### config.mk
export PLATFORM = sky130hd
export DESIGN_NAME = seven_seg_scanner
export DESIGN_NICKNAME = d
export VERILOG_FILES = /design/src/rtl/seven_seg_scanner.sv
export SDC_FILE = /design/constraint.sdc
export NUM_CORES = 1
export LEC_CHECK = 0
export ABC_CLOCK_PERIOD_IN_PS = 3520
export BUFFER_PORTS_ARGS = -buffer_cell sky130_fd_sc_hd__buf_2
export CORE_MARGIN = 2
export CORE_UTILIZATION = 35
export DETAILED_ROUTE_END_ITERATION = 10
export PLACE_DENSITY = 0.58
export SLEW_MARGIN = 30
export SYNTH_ARGS = -nofsm -noshare
export SYNTH_HDL_FRONTEND = slang
export SYNTH_SLANG_ARGS = --single-unit
### constraint.sdc
create_clock -name clk -period 3.52 [get_ports clk]
set_clock_uncertainty 0.1 [all_clocks]
set_input_delay 0.88 -clock clk [delete_from_list [all_inputs] [get_ports clk]]
set_output_delay 0.88 -clock clk [all_outputs]
set_load 0.02 [all_outputs]
### src/rtl/seven_seg_scanner.sv
// Time-multiplexed N-digit seven-segment driver with per-slot dead time and frame-synchronous double buffering.
// Defining SEVEN_SEG_LZB_EN adds the lz_blank port and leading-zero blanking.
`timescale 1ns/1ps
module seven_seg_scanner #(
   parameter int NUM_DIGITS  = 4,
   parameter int REFRESH_DIV = 100000,
   parameter int DEAD_CYCLES = 1000
) (
   input  logic                    clk,
   input  logic                    rst,
   input  logic [4*NUM_DIGITS-1:0] bcd_in,
   input  logic [NUM_DIGITS-1:0]   dp_in,
   input  logic                    load,
`ifdef SEVEN_SEG_LZB_EN
   input  logic                    lz_blank,
`endif
   output logic [NUM_DIGITS-1:0]   dig_n,
   output logic [7:0]              seg,
   output logic                    frame_done
);

   localparam int CNT_W = $clog2(REFRESH_DIV);
   localparam int IDX_W = (NUM_DIGITS > 1) ? $clog2(NUM_DIGITS) : 1;
   localparam logic [CNT_W-1:0] CNT_LAST = CNT_W'(REFRESH_DIV - 1);
   localparam logic [CNT_W-1:0] CNT_ONE  = CNT_W'(1);
   localparam logic [IDX_W-1:0] IDX_LAST = IDX_W'(NUM_DIGITS - 1);
   localparam logic [IDX_W-1:0] IDX_ONE  = IDX_W'(1);

   function automatic logic [6:0] decode(input logic [3:0] nib);
      logic [6:0] g;
      case (nib)
         4'h0: g = 7'h3F;
         4'h1: g = 7'h06;
         4'h2: g = 7'h5B;
         4'h3: g = 7'h4F;
         4'h4: g = 7'h66;
         4'h5: g = 7'h6D;
         4'h6: g = 7'h7D;
         4'h7: g = 7'h07;
         4'h8: g = 7'h7F;
         4'h9: g = 7'h6F;
         4'hA, 4'hB, 4'hC, 4'hD, 4'hE: g = 7'h40;
         default: g = 7'h00;
      endcase
      return g;
   endfunction

`ifdef SEVEN_SEG_LZB_EN
   // Blank from the top digit down while nibble and dp are both zero; digit 0 always stays lit.
   function automatic logic [NUM_DIGITS-1:0] lead_zero_mask(input logic [4*NUM_DIGITS-1:0] b,
                                                            input logic [NUM_DIGITS-1:0]   d);
      logic [NUM_DIGITS-1:0] mask;
      logic                  run;
      mask = {NUM_DIGITS{1'b0}};
      run  = 1'b1;
      for (int i = NUM_DIGITS - 1; i >= 1; i--) begin
         if (run && (b[4*i +: 4] == 4'h0) && !d[i]) begin
            mask[i] = 1'b1;
         end else begin
            run = 1'b0;
         end
      end
      return mask;
   endfunction
`endif

   logic [CNT_W-1:0]        cnt;
   logic [IDX_W-1:0]        idx;
   logic [4*NUM_DIGITS-1:0] pend_bcd, disp_bcd, disp_bcd_nxt;
   logic [NUM_DIGITS-1:0]   pend_dp, disp_dp, disp_dp_nxt;
   logic [NUM_DIGITS-1:0]   blank_mask, dig_nxt;
   logic [3:0]              nib_nxt [NUM_DIGITS];
   logic                    pend_valid, boundary, in_dead;
   logic [7:0]              seg_nxt;

   // Frame-boundary commit and next-cycle pin values; decoding uses the post-commit display so a frame never mixes values.
   always_comb begin
      boundary     = (cnt == {CNT_W{1'b0}}) && (idx == {IDX_W{1'b0}});
      disp_bcd_nxt = disp_bcd;
      disp_dp_nxt  = disp_dp;
      if (boundary && pend_valid) begin
         disp_bcd_nxt = pend_bcd;
         disp_dp_nxt  = pend_dp;
      end else begin
         disp_bcd_nxt = disp_bcd;
         disp_dp_nxt  = disp_dp;
      end
      for (int i = 0; i < NUM_DIGITS; i++) begin
         nib_nxt[i] = disp_bcd_nxt[4*i +: 4];
      end
`ifdef SEVEN_SEG_LZB_EN
      blank_mask = lz_blank ? lead_zero_mask(disp_bcd_nxt, disp_dp_nxt) : {NUM_DIGITS{1'b0}};
`else
      blank_mask = {NUM_DIGITS{1'b0}};
`endif
      in_dead = (int'(cnt) < DEAD_CYCLES);
      dig_nxt = {NUM_DIGITS{1'b1}};
      seg_nxt = 8'h00;
      if (!in_dead) begin
         dig_nxt[idx] = 1'b0;
         if (blank_mask[idx]) begin
            seg_nxt = 8'h00;
         end else begin
            seg_nxt = {disp_dp_nxt[idx], decode(nib_nxt[idx])};
         end
      end else begin
         dig_nxt = {NUM_DIGITS{1'b1}};
         seg_nxt = 8'h00;
      end
   end

   // Slot/digit counters, pending and display registers, and the registered pin outputs.
   always_ff @(posedge clk) begin
      if (rst) begin
         cnt        <= {CNT_W{1'b0}};
         idx        <= {IDX_W{1'b0}};
         pend_bcd   <= {(4*NUM_DIGITS){1'b0}};
         pend_dp    <= {NUM_DIGITS{1'b0}};
         pend_valid <= 1'b0;
         disp_bcd   <= {(4*NUM_DIGITS){1'b0}};
         disp_dp    <= {NUM_DIGITS{1'b0}};
         dig_n      <= {NUM_DIGITS{1'b1}};
         seg        <= 8'h00;
         frame_done <= 1'b0;
      end else begin
         if (cnt == CNT_LAST) begin
            cnt <= {CNT_W{1'b0}};
            idx <= (idx == IDX_LAST) ? {IDX_W{1'b0}} : idx + IDX_ONE;
         end else begin
            cnt <= cnt + CNT_ONE;
         end
         disp_bcd <= disp_bcd_nxt;
         disp_dp  <= disp_dp_nxt;
         // A load on the boundary edge survives into the next frame; the commit above used the older contents.
         if (load) begin
            pend_bcd   <= bcd_in;
            pend_dp    <= dp_in;
            pend_valid <= 1'b1;
         end else if (boundary) begin
            pend_valid <= 1'b0;
         end else begin
            pend_valid <= pend_valid;
         end
         dig_n      <= dig_nxt;
         seg        <= seg_nxt;
         frame_done <= boundary;
      end
   end

endmodule

==> metrics.cfg <==
[synth]
async_flop_share_pct=0
syn_area_mm2=0.00301
synth_fp_nets=331
synth_flop_cell=dfxtp_1
synth-compound-area-share_pct=3.16
synthSimpleGateAreaFrac_pct=17.0
ys_warn_count=0
synth_top_cell_by_area=dfxtp_1
synth_top_area_share_pct=48.5
yosysSeqAreaShare_pct=48.5
syn_inst=296
synth_xor_xnor_area_share_pct=4.36
synth_adder_area_share_pct=4.99
synth_top_family_by_area=multiplexers
postSynthAreaPerCell_um2=10.2
ys_seq_elements=73
ys_top_cells_by_area=dfxtp_1 (49%), mux2i_1 (14%), nor2_1 (8.2%), ha_1 (5.0%), mux4_2 (3.7%)
synth_edf_count=0
synth_mux_area_share_pct=18.6
ys_types=39

[setup_path]
critical_path_class=reg2reg
startpoint_type=register
critPathBufInv=1
worstPathRequired_ns=3.70
worstPathArrival_ns=3.36
critPathSlowestCell=mux4_2
end_kind=register
crit_family=simple AND/OR/NAND/NOR gates
path_cells=or4_4, nor2b_4, and4_4, mux2i_1, mux4_2, inv_1, ha_1, mux2_2, o21ai_2
slowest_delay_ns=0.58
crit_fanout=20

[floorplan]
initial_core_util_pct=36.5
fp.coreArea_mm2=0.00826
die_area_mm2=0.00936
io_pins=36
rows=33
die_y_um=96.7
die_w_um=96.7

[global_routing]
grt_antenna_before_repair=0
grt_pass1_vias=1971
grt_max_degree=48
grt_overflow=0
grt_first_pass_wirelength_um=9390
grt_use_total_pct=12.5

[placement]
place_ws_ns=0.368
place_congestion=0.731
dp_hpwl_um=3900
postPlaceCellArea_mm2=0.00327
dp_cells=427
port_buffers=35

[clock_tree]
clock-sinks=73
holdBufCountCts=0
htree_levels=3
cts_resized=0
numCtsBuffers=9
max-clock-path-buffers=2
clock-root-buffer=clkbuf_8
insertion_delay_ns=0.34
postCtsSetupBuffers=0
clkTransAtPathRegs_ns=0.07
cts_tree=built

[timing]
timing.fmax_mhz=315
rsz0062_at_grt=false
slew_violations=0
fin_tns_setup_ns=0
layout_min_cycle_time_ns=3.17
hold_viol=0
fin_crit_sh_pct=90.2
setup_ws_ns=0.346
max_slew.worst_pin.slew_ns=0.624
max-slew-margin-rel_pct=58.4
setup_violations=0

[finish]
syn2layout_area_growth_pct=16.3
antenna_cells=0
post-route-cell-area_mm2=0.00350
final_common_cell=dfxtp_1
fin_nets=368
mostFrequentLayoutCells=dfxtp_1 (73), nor2_1 (66), mux2i_1 (42)
final_cells=443
drive_gt1_share_pct=20.1

[routing]
top_layer_used=met4
wl_met3_um=252
wl_met1_um=2900
met2_length_um=2340
drt-wirelength-per-cell_um=12.7
drc_errors=0
viasPerCell=4.72
ant_nets=0
drt-pass1-iter-count=4
wirelength_um=5620
vias=2092
dr.first_iter.drc_count=102

[power]
p_per_area_mw_per_mm2=490
peakVddDrop_uv=191
p_leak_nw=1.49

[run]
drv_cap=0

[outcome]
status=complete, no violations

[worst_hold_path]
hold_path.class=reg2reg

[state kept, by name (all words and copies together) (netlist names)]
register    cells
cnt            17
disp_bcd       16
pend_bcd       16
seg             8
dig_n           4
disp_dp         4
pend_dp         4
idx             2
frame_done      1
pend_valid      1
[kinds of logic (layout without fill, tap and decap cells)]
| group | Yosys count | count (layout) |
|---|---|---|
| buf+inv | 21 | 63 |
| simple gates | 111 | 111 |
| fa+ha+maj | 12 | 12 |
| flops | 73 | 73 |
| mux | 49 | 49 |
| xor+xnor | 15 | 15 |
| compound gates | 15 | 15 |
[path summary, 6_finish.rpt]
check | slack [ns] | to | depth (start not counted) | from
worst min register to register | 0.36 | cnt[0]$_SDFF_PP0_ | 1 | cnt[0]$_SDFF_PP0_
worst max register to register | 0.35 | seg[3]$_SDFF_PP0_ | 9 | cnt[14]$_SDFF_PP0_
worst min-delay path | 0.36 | cnt[0]$_SDFF_PP0_ | 1 | cnt[0]$_SDFF_PP0_
worst max-delay path | 0.35 | seg[3]$_SDFF_PP0_ | 9 | cnt[14]$_SDFF_PP0_
[per-layer routing]
layer / vias up / global-route usage [%]
met2: 44 / 17.9
met4: 0 / 6.50
met5: - / 0
li1: 1069 / -
met1: 967 / 16.8
met3: 12 / 4.19
[final cells by class]
type                    count  area, um2
clock buffers              11        151
clock inverters             5       77.6
fillers                   820       4760
inverters                   9       33.8
multi-input cells         202       1450
flip-flops and latches     73       1460
well taps                 105        131
repair buffers             38        198
[Yosys cell counts (all sizes together) (3+ instances only)]
cell type and n:
a21oi 5, and3 5, buf 9, clkbuf 3, dfxtp 73, ha 12, inv 9, mux2i 42
mux4 5, nand2 15, nand3 8, nand4 3, nor2 66, nor3 3, o21ai 6, xnor2 4
xor2 11
[per-stage QoR]
step           utilization (%)  hold WS [ns]  power, mW
2_1_floorplan                -         0.330      0.968
3_3_place_gp              39.6         0.346      0.994
3_5_place_dp              39.6         0.352      0.996
4_1_cts                   42.4         0.368       1.74
5_1_grt                   42.4         0.389       1.79
6_report                  42.4         0.363       1.72
[power by group]
part	internal (mW)	switching, mW
combinational	0.0522	0.0603
clock	0.435	0.306
sequential	0.850	0.0136
[worst register-to-register path: cells and delay by family, from the launching register on]
kind	cells	cell delay [ns]
buffers and inverters	1	0.12
AOI/OAI and AO/OA	1	0.11
muxes	3	1.02
DFF	1	0.35
adders and majority gates	1	0.24
and+or+nand+nor	3	1.18
Note: power is estimated with default switching activity, not from simulation.
